`src/rtl/jtframe_db15_tx.sv`:
```
// Responder end of the SNAC DB15 serial joystick link: captures two players on load and shifts them out.
// Define JTFRAME_DB15_CHK_EN to add the short-frame protocol checker and its short_frame output.
module jtframe_db15_tx #(
    parameter int BITS = 12,
    parameter int SYNC = 2
) (
    input  logic                          clk,
    input  logic                          rst,
    input  logic [BITS-1:0]               joy1,
    input  logic [BITS-1:0]               joy2,
    input  logic                          joy_clk,
    input  logic                          joy_load,
    output logic                          joy_data,
    output logic                          frame_done,
    output logic [$clog2(2*BITS+1)-1:0]   bit_cnt,
`ifdef JTFRAME_DB15_CHK_EN
    output logic                          short_frame,
`endif
    output logic [1:0]                    dbg_state
);

    localparam int FW = 2 * BITS;
    localparam int CW = $clog2(2 * BITS + 1);
    localparam logic [CW-1:0] FULL = CW'(FW);

    // Encoding is visible on dbg_state: 0 IDLE, 1 LOAD, 2 SHIFT, 3 DONE.
    typedef enum logic [1:0] {
        ST_IDLE  = 2'd0,
        ST_LOAD  = 2'd1,
        ST_SHIFT = 2'd2,
        ST_DONE  = 2'd3
    } state_t;

    state_t            state_q;
    logic [SYNC-1:0]   clk_sync_q;
    logic [SYNC-1:0]   load_sync_q;
    logic              clk_prev_q;
    logic [FW-1:0]     sr_q;
    logic [CW-1:0]     cnt_q;
    logic              frame_done_q;
`ifdef JTFRAME_DB15_CHK_EN
    logic              short_frame_q;
`endif

    logic              clk_rise_d;
    logic              load_act_d;
    logic [FW-1:0]     frame_word_d;
    logic [FW-1:0]     sr_shift_d;

    always_comb begin
        clk_rise_d   = clk_sync_q[SYNC-1] & ~clk_prev_q;
        load_act_d   = ~load_sync_q[SYNC-1];
        frame_word_d = {~joy2, ~joy1};
        sr_shift_d   = {1'b1, sr_q[FW-1:1]};
    end

    always_ff @(posedge clk) begin
        if (rst) begin
            clk_sync_q    <= '0;
            load_sync_q   <= '1;
            clk_prev_q    <= 1'b0;
            state_q       <= ST_IDLE;
            sr_q          <= '1;
            cnt_q         <= '0;
            frame_done_q  <= 1'b0;
`ifdef JTFRAME_DB15_CHK_EN
            short_frame_q <= 1'b0;
`endif
        end else begin
            clk_sync_q   <= {clk_sync_q[SYNC-2:0], joy_clk};
            load_sync_q  <= {load_sync_q[SYNC-2:0], joy_load};
            clk_prev_q   <= clk_sync_q[SYNC-1];
            frame_done_q <= 1'b0;
`ifdef JTFRAME_DB15_CHK_EN
            short_frame_q <= 1'b0;
`endif
            // Load has priority over everything, including a coincident clock rise.
            if (load_act_d) begin
`ifdef JTFRAME_DB15_CHK_EN
                if (state_q == ST_SHIFT && cnt_q != '0 && cnt_q != FULL) begin
                    short_frame_q <= 1'b1;
`ifdef SIMULATION
                    $display("jtframe_db15_tx: warning, load arrived after %0d bits", cnt_q);
`endif
                end
`endif
                state_q <= ST_LOAD;
                sr_q    <= frame_word_d;
                cnt_q   <= '0;
            end else begin
                case (state_q)
                    ST_IDLE: ;
                    ST_LOAD: state_q <= ST_SHIFT;
                    ST_SHIFT: begin
                        if (cnt_q == FULL) begin
                            frame_done_q <= 1'b1;
                            state_q      <= ST_DONE;
                        end else if (clk_rise_d) begin
                            sr_q  <= sr_shift_d;
                            cnt_q <= cnt_q + CW'(1);
                        end
                    end
                    ST_DONE: begin
                        if (clk_rise_d) sr_q <= sr_shift_d;
                    end
                    default: state_q <= ST_IDLE;
                endcase
            end
        end
    end

    assign joy_data   = sr_q[0];
    assign frame_done = frame_done_q;
    assign bit_cnt    = cnt_q;
    assign dbg_state  = state_q;
`ifdef JTFRAME_DB15_CHK_EN
    assign short_frame = short_frame_q;
`endif

endmodule

```
`config.mk`:
```
export PLATFORM = sky130hd
export DESIGN_NAME = jtframe_db15_tx
export DESIGN_NICKNAME = d
export VERILOG_FILES = /design/src/rtl/jtframe_db15_tx.sv
export SDC_FILE = /design/constraint.sdc
export NUM_CORES = 1
export LEC_CHECK = 0
export ABC_AREA = 1
export CAP_MARGIN = 25
export CORE_AREA = 2 2 65 67
export CTS_CLUSTER_DIAMETER = 30
export DETAILED_ROUTE_END_ITERATION = 16
export DIE_AREA = 0 0 67 69
export PLACE_DENSITY = 0.76
export SLEW_MARGIN = 15
export SYNTH_ARGS = -nofsm -noshare
export SYNTH_HDL_FRONTEND = slang
export SYNTH_SLANG_ARGS = --single-unit
```
`constraint.sdc`:
```
create_clock -name clk -period 1.9 [get_ports clk]
set_clock_uncertainty 0.2 [all_clocks]
set_input_delay 0.38 -clock clk [delete_from_list [all_inputs] [get_ports clk]]
set_output_delay 0.38 -clock clk [all_outputs]
set_load 0.02 [all_outputs]
```
==> impl_metrics.py <==
metrics = {
    "placement": {
        "placed_cell_area_sq_um": 2280,
        "place_congestion": 0.827,
        "portBuffers": 36,
        "pre_cts_ws_ns": 0.165,
        "hpwl_microns": 2490,
    },
    "sta": {
        "finalCritPeriodShare": 0.971,
        "finalSetupViolations": 0,
        "worst_slack_ns": 0.0553,
        "max_slew_margin": 0.735,
        "finalHoldViolCount": 0,
        "period_needed_ns": 1.84,
        "grt_setup_unrepaired": "false",
        "setup-tns-final_ns": 0,
        "maxSlewViolCount": 0,
        "fmax_ghz": 0.542,
        "tightest_slew_ns": 0.397,
    },
    "final_layout": {
        "regArea_sq_um": 741,
        "multiInputGateArea_sq_um": 993,
        "syn_to_final_growth_pct": 23.3,
        "final_common_cell": "nand2_1",
        "final_nets": 307,
        "final_util": 0.605,
        "stdcell_area_sq_um": 2370,
        "num_antenna_cells": 0,
        "nFillCells": 349,
        "layout-drive-gt1-share": 0.238,
        "final_cell_mix": "45 x nand2_1, 37 x dfxtp_1, 32 x clkdlybuf4s50_1, 31 x nand3_1, 24 x o21ai_0",
    },
    "floorplanning": {
        "io_pins": 37,
        "rows": 23,
        "die_h_microns": 69,
        "initial_utilization": 0.491,
        "core-area_sq_um": 3910,
        "die_w_microns": 67,
        "dieArea_sq_um": 4620,
    },
    "clocking": {
        "h-tree-depth": 2,
        "cts_buffers": 5,
        "cts-root-buf": "clkbuf_8",
        "cts_tree": "yes",
        "clockBufferDepth": 2,
        "clk_pin_slew_ns": 0.07,
        "clk_latency_ns": 0.29,
        "cts.sink_count": 37,
        "postCtsHoldBufs": 0,
    },
    "yosys": {
        "synth_edf_count": 0,
        "synth_flop_cell": "dfxtp_1",
        "synth-seq-cells": 37,
        "yosysTopAreaCell": "dfxtp_1",
        "synthArstFlopShare": 0,
        "yosysSeqAreaShare": 0.385,
        "synthesis.area_sq_um": 1920,
        "synth.area.top_cells": "dfxtp_1 39%, nand3_2 10%, nand2_1 8.8%",
        "yosysWarnings": 0,
        "syn_area_per_cell_sq_um": 7.97,
        "synth_nets": 271,
        "synth_top_cell_area_share": 0.385,
        "ys_types": 26,
        "synth_cells": 241,
    },
    "global_route": {
        "antenna_found_initial": 0,
        "grt.total_usage": 0.175,
        "grt_max_degree": 48,
        "grt_pass1_wl_microns": 6350,
        "grt_pass1_vias": 1531,
        "grt_overflow": 0,
    },
    "routing": {
        "viasPerCell": 4.95,
        "drc": 0,
        "vias": 1619,
        "drt-total-wl_microns": 3760,
        "dr.pass1.iters": 4,
        "drt_iter0_markers": 152,
        "ant_nets": 0,
        "wire_per_inst_microns": 11.5,
    },
    "worst_setup_path": {
        "worstPathRequired_ns": 1.32,
        "cp_slowest_cell": "clkdlybuf4s50_1",
        "critPathMaxStageDelay_ns": 0.62,
        "path_buf_inv": 1,
        "worst-endpoint-arrival_ns": 1.26,
        "path_cells": "clkdlybuf4s50_1",
        "critical_path_class": "reg2out",
        "cp-end-kind": "primary output",
        "path_max_fanout": 3,
        "critPathLaunchType": "register",
        "cp_top_family": "buffers and inverters",
    },
    "pwr": {
        "powerDensity_nw_per_um2": 672,
        "p_leak_nw": 1.07,
        "ir_drop_uv": 446,
    },
    "run": {
        "cap_violations": 0,
    },
    "min_path": {
        "hp-class": "reg2reg",
    },
    "outcome": {
        "status": "complete, no violations",
    },
}
==> logic make-up after synthesis <==
logic type      count (synthesis)  synth area share
fa+ha+maj                       2            0.0130
simple gates                  140             0.413
flops                          37             0.385
compound gates                 32            0.0912
buf+inv                        30            0.0977
==> state kept, by name, indices dropped and copies added (netlist names) <==
name	cells
load_sync_q	2
frame_done	1
dbg_state	2
clk_prev_q	1
bit_cnt	5
clk_sync_q	2
sr_q	24
==> tightest hold or removal path, stage by stage, from the launching register on <==
cell and delay [ns]:
dfxtp_1 0.30, inv_1 0.04, nor2_1 0.03
==> metal layers <==
layer / vias up / wire length (microns) / track usage
li1: 857 / - / -
met1: 722 / 1910 / 0.222
met2: 33 / 1620 / 0.272
met3: 7 / 178 / 0.0587
met4: 0 / 61 / 0.0658
met5: - / 0 / 0
==> through the flow <==
stage          hold slack (ns)  cells  power, mW
4_1_cts                  0.214    327       1.62
6_report                 0.210    327       1.59
2_1_floorplan            0.188    241      0.981
3_3_place_gp             0.190    320       1.06
3_5_place_dp             0.205    320       1.06
5_1_grt                  0.240    327       1.68
==> Yosys cell counts (2+ instances only) <==
cell / instances
nand2_1: 45
dfxtp_1: 37
nand3_1: 31
o21ai_0: 24
nand2_2: 21
nand3_2: 20
nor2_1: 14
inv_1: 13
buf_2: 5
a21oi_1: 4
buf_4: 3
buf_6: 3
buf_12: 2
ha_1: 2
inv_2: 2
nand2_4: 2
nand4_1: 2
o21ai_1: 2
or2_2: 2
==> power by group <==
group | total, mW | switching (mW) | internal (mW)
clock network | 0.551 | 0.265 | 0.286
logic | 0.216 | 0.105 | 0.111
registers | 0.826 | 0.0188 | 0.807
total | 1.59 | 0.389 | 1.20
==> final timing paths <==
kind,slack [ns],from,endpoint,cells past startpoint
hold / removal,0.21,clk_sync_q[0],clk_sync_q[1],2
hold reg to reg,0.21,clk_sync_q[0],clk_sync_q[1],2
setup reg to reg,0.19,bit_cnt[0],sr_q[3],8
setup / recovery,0.06,dbg_state[0],dbg_state[0],1
==> area by class of cell <==
type / instances / share of cell area
Tap cell: 50 / 0.0264
Multi-Input combinational cell: 174 / 0.419
Inverter: 16 / 0.0264
Clock inverter: 1 / 0.00317
Sequential cell: 37 / 0.313
Clock buffer: 6 / 0.0348
Timing Repair Buffer: 43 / 0.177
==> repair_timing <==
item | 4_1_cts | 5_1_grt
endpoints found under the setup margin | 4 | 0
resized for setup | 4 | 0
endpoints found under the hold margin | 0 | 0
buffers inserted | 0 | 0
(Power assumes the default switching activity.)
